===== src/rtl/alu_defs.sv =====
// Shared ALU/CCR definitions: opcode constants, CCR bit positions and the
// opcode-class predicates the condition code register uses.
package alu_defs;

  localparam int OPC_W = 32;

  localparam logic [OPC_W-1:0] OP_NOP = 32'd0;
  localparam logic [OPC_W-1:0] OP_ADD = 32'd1;
  localparam logic [OPC_W-1:0] OP_SUB = 32'd2;
  localparam logic [OPC_W-1:0] OP_JMP = 32'd16;
  localparam logic [OPC_W-1:0] OP_JSR = 32'd17;
  localparam logic [OPC_W-1:0] OP_RTS = 32'd18;
  localparam logic [OPC_W-1:0] OP_BEQ = 32'd39;
  localparam logic [OPC_W-1:0] OP_BNE = 32'd40;
  localparam logic [OPC_W-1:0] OP_BLT = 32'd41;
  localparam logic [OPC_W-1:0] OP_BRA = 32'd64;
  localparam logic [OPC_W-1:0] OP_BSR = 32'd65;

  localparam int CCR_C    = 0;
  localparam int CCR_N    = 1;
  localparam int CCR_V    = 2;
  localparam int CCR_Z    = 3;
  localparam int CCR_INR  = 4;
  localparam int CCR_IFNR = 5;
  localparam int CCR_NOP  = 6;
  localparam int CCR_SAVE_W = 6;

  function automatic logic is_c_op(input logic [OPC_W-1:0] op);
    case (op)
      32'd1, 32'd14, 32'd34, 32'd44, 32'd45,
      32'd9, 32'd10, 32'd11, 32'd12: is_c_op = 1'b1;
      default:                       is_c_op = 1'b0;
    endcase
  endfunction

  function automatic logic is_v_op(input logic [OPC_W-1:0] op);
    case (op)
      32'd1, 32'd14, 32'd34, 32'd44, 32'd45,
      32'd2, 32'd35, 32'd39, 32'd40, 32'd41: is_v_op = 1'b1;
      default:                               is_v_op = 1'b0;
    endcase
  endfunction

  // Control-flow ops leave the arithmetic flags alone.
  function automatic logic is_flag_hold_op(input logic [OPC_W-1:0] op);
    case (op)
      OP_NOP, OP_JMP, OP_JSR, OP_RTS, OP_BRA, OP_BSR: is_flag_hold_op = 1'b1;
      default:                                        is_flag_hold_op = 1'b0;
    endcase
  endfunction

  function automatic logic is_branch_op(input logic [OPC_W-1:0] op);
    case (op)
      OP_BEQ, OP_BNE, OP_BLT, OP_BRA, OP_BSR, OP_JSR, OP_RTS: is_branch_op = 1'b1;
      default:                                                is_branch_op = 1'b0;
    endcase
  endfunction

endpackage


===== src/rtl/ccr_stack.sv =====
// LIFO of saved CCR flag fields; the pointer saturates at 0 and DEPTH and
// any push on full or pop on empty sets a sticky error.
module ccr_stack #(
  parameter int DEPTH = 4,
  parameter int W     = 6
) (
  input  logic         Clock,
  input  logic         Reset_n,
  input  logic         push,
  input  logic         pop,
  input  logic [W-1:0] push_data,
  output logic [W-1:0] pop_data,
  output logic         full,
  output logic         empty,
  output logic         error
);

  localparam int IDX_W = $clog2(DEPTH);
  localparam int PTR_W = IDX_W + 1;

  logic [PTR_W-1:0] ptr_r;
  logic [IDX_W-1:0] top_idx_s;
  logic             error_r;
  logic [W-1:0]     mem_r [DEPTH];

  assign top_idx_s = IDX_W'(ptr_r - PTR_W'(1));
  assign pop_data  = mem_r[top_idx_s];
  assign full      = (ptr_r == PTR_W'(DEPTH));
  assign empty     = (ptr_r == {PTR_W{1'b0}});
  assign error     = error_r;

  // Pointer and sticky error tracking.
  always_ff @(posedge Clock or negedge Reset_n) begin
    if (!Reset_n) begin
      ptr_r   <= {PTR_W{1'b0}};
      error_r <= 1'b0;
    end else if (push) begin
      if (full) begin
        error_r <= 1'b1;
      end else begin
        ptr_r <= ptr_r + PTR_W'(1);
      end
    end else if (pop) begin
      if (empty) begin
        error_r <= 1'b1;
      end else begin
        ptr_r <= ptr_r - PTR_W'(1);
      end
    end
  end

  // Entry storage; contents are don't-care after reset.
  always_ff @(posedge Clock) begin
    if (push && !full) begin
      mem_r[ptr_r[IDX_W-1:0]] <= push_data;
    end
  end

endmodule


===== src/rtl/condition_code_register.sv =====
// Condition code register: latches ALU flags, resolves branch conditions
// and saves/restores the flag field across subroutine calls.
module condition_code_register
  import alu_defs::*;
#(
  parameter int STACK_DEPTH = 4,
  parameter int OP_W        = 32
) (
  input  logic            Clock,
  input  logic            Reset_n,
  input  logic [OP_W-1:0] ALU_Op,
  input  logic            CCR_Enable,
  input  logic            NOP_FLAG,
  input  logic            INR_FLAG,
  input  logic            IFNR_FLAG,
  input  logic            NEGATIVE_FLAG,
  input  logic            ZERO_FLAG,
  input  logic            OVERFLOW_FLAG,
  input  logic            CARRY_FLAG,
  output logic [31:0]     CCR_Out,
  output logic            Branch_Valid,
  output logic            Branch_Taken,
  output logic            Stack_Full,
  output logic            Stack_Empty,
  output logic            Stack_Error
);

  logic [OPC_W-1:0]      op_s;
  logic                  exec_s;
  logic                  push_s;
  logic                  pop_s;
  logic                  full_s;
  logic                  empty_s;
  logic                  error_s;
  logic [CCR_SAVE_W-1:0] pop_data_s;
  logic [CCR_SAVE_W-1:0] flags_next_s;
  logic                  taken_next_s;
  logic [CCR_NOP:0]      ccr_r;
  logic                  branch_valid_r;
  logic                  branch_taken_r;

  assign op_s   = OPC_W'(ALU_Op);
  assign exec_s = CCR_Enable & ~NOP_FLAG;
  assign push_s = exec_s & ((op_s == OP_JSR) | (op_s == OP_BSR));
  assign pop_s  = exec_s & (op_s == OP_RTS);

  ccr_stack #(
    .DEPTH (STACK_DEPTH),
    .W     (CCR_SAVE_W)
  ) u_stack (
    .Clock     (Clock),
    .Reset_n   (Reset_n),
    .push      (push_s),
    .pop       (pop_s),
    .push_data (ccr_r[CCR_SAVE_W-1:0]),
    .pop_data  (pop_data_s),
    .full      (full_s),
    .empty     (empty_s),
    .error     (error_s)
  );

  // Next value of the flag field C/N/V/Z/INR/IFNR.
  always_comb begin
    flags_next_s = ccr_r[CCR_SAVE_W-1:0];
    if (NOP_FLAG) begin
      flags_next_s = ccr_r[CCR_SAVE_W-1:0];
    end else if (op_s == OP_RTS) begin
      if (!empty_s) begin
        flags_next_s = pop_data_s;
      end else begin
        flags_next_s = ccr_r[CCR_SAVE_W-1:0];
      end
    end else if (is_flag_hold_op(op_s)) begin
      flags_next_s = ccr_r[CCR_SAVE_W-1:0];
    end else begin
      flags_next_s[CCR_INR]  = INR_FLAG;
      flags_next_s[CCR_IFNR] = IFNR_FLAG;
      flags_next_s[CCR_Z]    = ZERO_FLAG;
      flags_next_s[CCR_N]    = NEGATIVE_FLAG;
      if (is_c_op(op_s)) begin
        flags_next_s[CCR_C] = CARRY_FLAG;
      end else begin
        flags_next_s[CCR_C] = ccr_r[CCR_C];
      end
      if (is_v_op(op_s)) begin
        flags_next_s[CCR_V] = OVERFLOW_FLAG;
      end else begin
        flags_next_s[CCR_V] = ccr_r[CCR_V];
      end
    end
  end

  // Branch conditions look at the live ALU flags, not the stored CCR.
  always_comb begin
    taken_next_s = 1'b0;
    case (op_s)
      OP_BEQ:                         taken_next_s = ZERO_FLAG;
      OP_BNE:                         taken_next_s = ~ZERO_FLAG;
      OP_BLT:                         taken_next_s = NEGATIVE_FLAG ^ OVERFLOW_FLAG;
      OP_BRA, OP_BSR, OP_JSR, OP_RTS: taken_next_s = 1'b1;
      default:                        taken_next_s = 1'b0;
    endcase
  end

  // CCR and branch result registers.
  always_ff @(posedge Clock or negedge Reset_n) begin
    if (!Reset_n) begin
      ccr_r          <= 7'd0;
      branch_valid_r <= 1'b0;
      branch_taken_r <= 1'b0;
    end else if (CCR_Enable) begin
      ccr_r <= {NOP_FLAG, flags_next_s};
      if (!NOP_FLAG && is_branch_op(op_s)) begin
        branch_valid_r <= 1'b1;
        branch_taken_r <= taken_next_s;
      end else begin
        branch_valid_r <= 1'b0;
      end
    end else begin
      branch_valid_r <= 1'b0;
    end
  end

  assign CCR_Out      = {25'd0, ccr_r};
  assign Branch_Valid = branch_valid_r;
  assign Branch_Taken = branch_taken_r;
  assign Stack_Full   = full_s;
  assign Stack_Empty  = empty_s;
  assign Stack_Error  = error_s;

endmodule


===== config.mk =====
export PLATFORM = sky130hd
export DESIGN_NAME = condition_code_register
export DESIGN_NICKNAME = d
export VERILOG_FILES = /design/src/rtl/alu_defs.sv /design/src/rtl/ccr_stack.sv /design/src/rtl/condition_code_register.sv
export SDC_FILE = /design/constraint.sdc
export NUM_CORES = 1
export LEC_CHECK = 0
export BUFFER_PORTS_ARGS = -buffer_cell sky130_fd_sc_hd__buf_2
export CELL_PAD_IN_SITES_DETAIL_PLACEMENT = 1
export CELL_PAD_IN_SITES_GLOBAL_PLACEMENT = 2
export CORE_MARGIN = 8
export CORE_UTILIZATION = 34
export CTS_CLUSTER_SIZE = 30
export DETAILED_ROUTE_END_ITERATION = 8
export PLACE_DENSITY_LB_ADDON = 0.1
export REMOVE_ABC_BUFFERS = 1
export SLEW_MARGIN = 20
export SYNTH_ARGS = -nofsm -noshare
export SYNTH_HDL_FRONTEND = slang
export SYNTH_SLANG_ARGS = --single-unit

===== constraint.sdc =====
create_clock -name Clock -period 6.1 [get_ports Clock]
set_input_delay 0.915 -clock Clock [delete_from_list [all_inputs] [get_ports Clock]]
set_output_delay 0.915 -clock Clock [all_outputs]
set_load 0.05 [all_outputs]

# ---- After elaboration in Yosys (flattened, before gate mapping)
# Memory sizes are Yosys's and may differ from the RTL's.
# Cells that the tools add are included.
dict set report word_totals {
  register_bits 13
  mem_bits_rw 24
  in_bits 42
  output_inout_bits 37
  elab_cells 95
  n_memories 1
}
dict set report classes {
  add_sub_neg 2
  eq_ne 25
  n_mux 31
  n_bitwise 7
  reduce_logical 21
}
# name depth width read_ports rd_ports_with_merged_regs write_ports line_no
set memory_table {}
lappend memory_table {u_stack.mem_r 4 6 1 0 1 ccr_stack.sv:24} ;# logic [W-1:0] mem_r [DEPTH];
# cell n
set op_table {}
lappend op_table {{32-bit by 6-bit equality test with 1-bit output, second input constant} 7}
lappend op_table {{32-bit by 4-bit equality test with 1-bit output, second input constant} 5}
lappend op_table {{32-bit by 5-bit equality test with 1-bit output, second input constant} 3}
lappend op_table {{32-bit by 7-bit equality test with 1-bit output, second input constant} 2}
lappend op_table {{32-bit by 1-bit equality test with 1-bit output, second input constant} 1}
lappend op_table {{32-bit by 2-bit equality test with 1-bit output, second input constant} 1}
lappend op_table {{32-bit logical NOT} 1}
lappend op_table {{1-bit two-way mux} 23}
lappend op_table {{6-bit two-way mux} 3}
lappend op_table {{3-bit two-way mux} 4}
lappend op_table {{5-bit AND reduction} 2}
lappend op_table {{10-bit OR reduction} 1}
lappend op_table {{9-bit OR reduction} 1}
lappend op_table {{2-bit inequality test, second input constant} 4}
lappend op_table {{2-bit nonzero test} 4}
lappend op_table {{7-bit OR reduction} 1}
lappend op_table {{3-bit AND reduction} 2}
lappend op_table {{6-bit OR reduction} 1}
lappend op_table {{1-bit case mux with 4 select lines} 1}
lappend op_table {{4-bit AND reduction} 1}
lappend op_table {{4-bit OR reduction} 1}
lappend op_table {{3-bit by 1-bit adder with 3-bit output, second input constant} 1}
lappend op_table {{1-bit AND} 3}
lappend op_table {{3-bit equality test, second input constant} 1}
lappend op_table {{9 further kinds} 12}

# ---- Logic depth before layout (Yosys ltp)
dict set report depth {
  ltp_word 11
  ltp_mapped 9
  depth_no_buf 8
}

# ---- Cells and area by module
# Synthesis repeated with hierarchy kept, for this count alone.
dict set report hier_totals {
  hier_cells 179
  area_unflattened_um2 2243.4
}
# module n_inst cells_per_inst area_per_inst_um2 seq_area_each_um2
set by_module_without_submodules {}
lappend by_module_without_submodules {ccr_stack 1 68 1207.4 820.8}
lappend by_module_without_submodules {condition_code_register 1 111 1036.0 225.2}

# ---- Worst setup path before layout
# Ideal clock, no wire load.
dict set report synth_path {
  kind {reg-to-reg}
  from {register u_stack.ptr_r[0]}
  to {register ccr_r[1]}
  t_arrival_ns 2.691
  slack_ns 3.284
  stages_incl_launch_ff 10
  n_path_buf 1
  period_less_slack_ns 2.816
  cell_sequence {dfrtp_1 clkbuf_1 inv_1 ha_1 ha_1 inv_1 nor4b_1 o31ai_2 o311ai_2 mux2_2}
}
# item line_no
set synth_rtl {}
lappend synth_rtl {{start: declaration} ccr_stack.sv:21} ;# logic [PTR_W-1:0] ptr_r;
lappend synth_rtl {{start signal: assignment} ccr_stack.sv:35} ;# ptr_r <= {PTR_W{1'b0}};
lappend synth_rtl {{start signal: assignment} ccr_stack.sv:41} ;# ptr_r <= ptr_r + PTR_W'(1);
lappend synth_rtl {{start signal: assignment} ccr_stack.sv:47} ;# ptr_r <= ptr_r - PTR_W'(1);
lappend synth_rtl {{3-bit logical NOT} ccr_stack.sv:29} ;# assign empty = (ptr_r == {PTR_W{1'b0}});
lappend synth_rtl {{net Stack_Empty} condition_code_register.sv:24} ;# output logic Stack_Empty,
lappend synth_rtl {{2-bit inequality test (no line)} --}
lappend synth_rtl {{4-bit AND reduction (no line)} --}
lappend synth_rtl {{end signal: assignment} condition_code_register.sv:112} ;# ccr_r <= {NOP_FLAG, flags_next_s};
lappend synth_rtl {{end: declaration} condition_code_register.sv:38} ;# logic [CCR_NOP:0] ccr_r;
# The timed path passes the listed nets, and every way through them passes these cells. The select of a mux whose other input is x is not followed.
# A chain may end at the register's enable or synchronous reset.

# ---- Worst setup path after layout
dict set report layout_path {
  from {input port ALU_Op[27]}
  to {memory u_stack.mem_r[0][2], enable pin}
}
dict set report layout_via {
  elab_chain_len 6
}
# item line_no
set layout_rtl {}
lappend layout_rtl {{start: declaration} condition_code_register.sv:11} ;# input logic [OP_W-1:0] ALU_Op,
lappend layout_rtl {{32-bit by 5-bit equality test with 1-bit output or 32-bit by 7-bit equality test with 1-bit output (tied branches)} condition_code_register.sv:44} ;# assign push_s = exec_s & ((op_s == OP_JSR) | (op_s == OP_BSR));
lappend layout_rtl {{1-bit OR (*)} condition_code_register.sv:44}
lappend layout_rtl {{1-bit AND (*)} condition_code_register.sv:44}
lappend layout_rtl {{1-bit logical AND (*)} ccr_stack.sv:54} ;# if (push && !full) begin
lappend layout_rtl {{1-bit two-way mux (*)} ccr_stack.sv:54}
lappend layout_rtl {{1-bit two-way mux (not written as such) (*)} ccr_stack.sv:55} ;# mem_r[ptr_r[IDX_W-1:0]] <= push_data;
lappend layout_rtl {{end: declaration} ccr_stack.sv:24}
# Mark *: on every way between the ends. The rest lies on a longest branch, timed or not.

==> results.txt <==
Hold Path End: u_stack.error
Die Width: 97.0 um
GR Overflow Total: 0
Most common cell in the synthesized netlist: buf_4
Layout cells sized above 1: 39.0%
FF+latch area: 0.00105 sq mm
Post-Syn Instances: 178
Worst vdd ir: 0.000104 V
Critical Path Max Stage Delay: 900 ps
Placeable Area: 0.00635 sq mm
Cells after DPL: 297
Sequential element share of the synthesized area: 46.9%
Slowest CP cell: nor4b_2
Ports: 79
Reg2Reg Launch Point: u_stack.ptr_r[0]
Final net count: 275
Top cells by area, synth: edfxtp_1 (32%), dfrtp_1 (15%), buf_4 (8.8%)
Critical path cell sequence: buf_2 > nor4_2 > nand4_2 > nor4b_2 > and3_1
Area of the multi-input gates: 0.00101 sq mm
CTS tree: done
Detail Placement HPWL: 4600 um
Critical path depth: 5
Status: complete, no violations
Synthesized area: 0.00223 sq mm
DIE HEIGHT: 97.0 um
Netlist cell types: 50
1st-pass router iterations: 4
Tmin final: 2980 ps
Post-synthesis adder-cell area fraction: 3.37%
R2R Path End: ccr_r[4]
Seq cells post-synth: 37
CP Class: in2reg
Total detailed-routing wirelength: 5700 um
Post-CTS setup buffers: 0
Total track usage: 11.9%
Initial Util: 35.1%
Worst reg-to-reg setup slack: 3360 ps
Reg2reg path depth: 8
Total Power: 546 uW
CP Data Arrival Time: 2930 ps
Comb power frac: 18.0%
Placer Congestion: 0.725
Final max-slew violation count: 0
Total of max-cap violations: 0
LEAKAGE: 1.09 nW
CP max FO: 11
Complex-gate fraction of the synthesized area: 8.14%
Post-Synth Simple-Gate Area: 15.0%
DRC viols: 0
First-pass GRT wire length: 8910 um
Clock transition at the registers of the reported paths: 70 ps
DIE AREA: 0.00940 sq mm
Number of synthesized flops with an enable pin: 24
Mux cell area share after synthesis: 13.3%
Non-filler cells, final: 305
Number of global-route vias before repair: 1735
Mapped Avg Cell Area: 12.5 sq um
Total negative slack: 0 ps
Worst-case clock buffer depth: 2
Worst-skew pair later-pin latency: 290 ps
Post-layout util: 39.8%
Largest family of logic cells by synthesized area: simple AND/OR/NAND/NOR gates
Crit path from: ALU_Op[27]
Leading area contributor after synthesis: edfxtp_1
Startpoint types: primary input
Num CTS Buffers: 5
Worst setup EP type: flop
Initial antenna violation count: 0
Hold depth: 1
Cell internal pwr: 378 uW
Avg WL per Cell: 18.7 um
Cts repair resizes: 0
Worst-Margin Slew: 1000 ps
CP required: 6060 ps
CTS Hold Bufs: 0
Iteration-0 DRC Markers: 35
Clock sink count: 37
Drt via density: 4.92
Max_slew headroom: 33.1%
Vias: 1500
Worst hold start: u_stack.error
Crit share post-route: 48.8%
IO buf count: 53
Synth cell count leaders: buf_4 (26), edfxtp_1 (24), dfrtp_1 (13), mux2_2 (11), nand2_1 (7)
# fillers: 716
Switch share: 30.7%
Crit path buf inv count: 1
H-tree depth: 2
Antenna Cells: 0
Worst Hold Class: reg2reg
Switching power: 168 uW
Register share of total power: 51.7%
Clock power frac: 30.3%
Primary FF master, synth: edfxtp_1
Post-synthesis xor/xnor area fraction: 1.57%
Fmax: 0.336 GHz
Area grow syn2layout: 13.4%
Largest net degree at the start of global routing: 15
Final setup violation count: 0
RSZ-0062 raised after global routing: false
FP Rows: 29
Critical path's top delay family: simple AND/OR/NAND/NOR gates
Clock Skew: 7.09 ps
Cell Pwr Density: 216 mW/mm^2
Clock Root Buffer: clkbuf_8
Fin. Hold Viols: 0
Async S/R FF share, synth: 35.1%
Number of warnings issued by yosys: 0
Post-route ant nets: 0
Synth top area share: 32.3%
==> flip-flops by register name (all words and copies together) (netlist names) <==
| signal | cells |
|---|---|
| u_stack.error | 1 |
| u_stack.mem_r | 24 |
| Branch_Taken | 1 |
| Branch_Valid | 1 |
| u_stack.ptr_r | 3 |
| ccr_r | 7 |
==> cells in the final DEF (no fill, tap or decap), types with 5 or more instances in the layout <==
| master | synthesis | layout |
|---|---|---|
| buf_2 | 5 | 53 |
| clkbuf_8 | 0 | 5 |
| conb_1 | 1 | 25 |
| dfrtp_1 | 13 | 13 |
| edfxtp_1 | 24 | 24 |
| ha_1 | 6 | 6 |
| inv_1 | 6 | 6 |
| mux2_2 | 11 | 11 |
| mux4_2 | 6 | 6 |
| nand2_1 | 7 | 7 |
| nor2_1 | 6 | 6 |
==> layer usage <==
layer | vias up | part of all wire [%] | wire, um | track usage, %
met2 | 46 | 55 | 3140 | 22.5
met1 | 742 | 40 | 2270 | 12.4
li1 | 706 | - | - | -
met4 | 0 | 1.2 | 70 | 3.91
met5 | - | 0 | 0 | 0
met3 | 6 | 4.0 | 228 | 3.06
==> per-stage QoR <==
step,cell area (sq um),setup slack (ps),hold WS [ps]
2_1_floorplan,2080,3390,538
4_1_cts,2530,3110,466
5_1_grt,2530,2950,490
3_5_place_dp,2440,2800,448
6_report,2530,3120,457
3_3_place_gp,2440,2910,457
==> worst max path at each step <==
stage / endpoint / slack (ps)
floorplan: ccr_r[1] / 3390
global placement: u_stack.mem_r[1][4] / 2910
detailed placement: u_stack.mem_r[0][4] / 2800
CTS: u_stack.mem_r[0][2] / 3110
global route: u_stack.mem_r[0][2] / 2950
finish: u_stack.mem_r[0][2] / 3120
==> kinds of logic (layout without fill, tap and decap cells) <==
family | after synthesis | count (layout)
and+or+nand+nor | 45 | 45
DFF | 37 | 37
buffers and inverters | 41 | 67
AOI/OAI and AO/OA | 24 | 24
xor gates and xnor gates | 4 | 4
other | 1 | 25
muxes | 20 | 20
adders and majority gates | 6 | 6
==> power by group through the flow <==
stage	combinational (mW)	sequential [mW]	clock [mW]
after floorplan	0.0505	0.301	0
after global routing	0.105	0.283	0.180
after global placement	0.0966	0.287	0
after CTS	0.0987	0.283	0.171
final	0.0983	0.282	0.165
after detailed placement	0.0985	0.288	0
==> layout make-up <==
class                   instances  share of cell area (%)
flip-flops and latches         37                    41.4
multi-input cells             124                    40.1
repair buffers                 53                    10.5
well taps                      77                    3.81
clock buffers                   6                    2.87
inverters                       6                   0.891
clock inverters                 2                   0.396
Note: power is estimated with default switching activity, not from simulation.
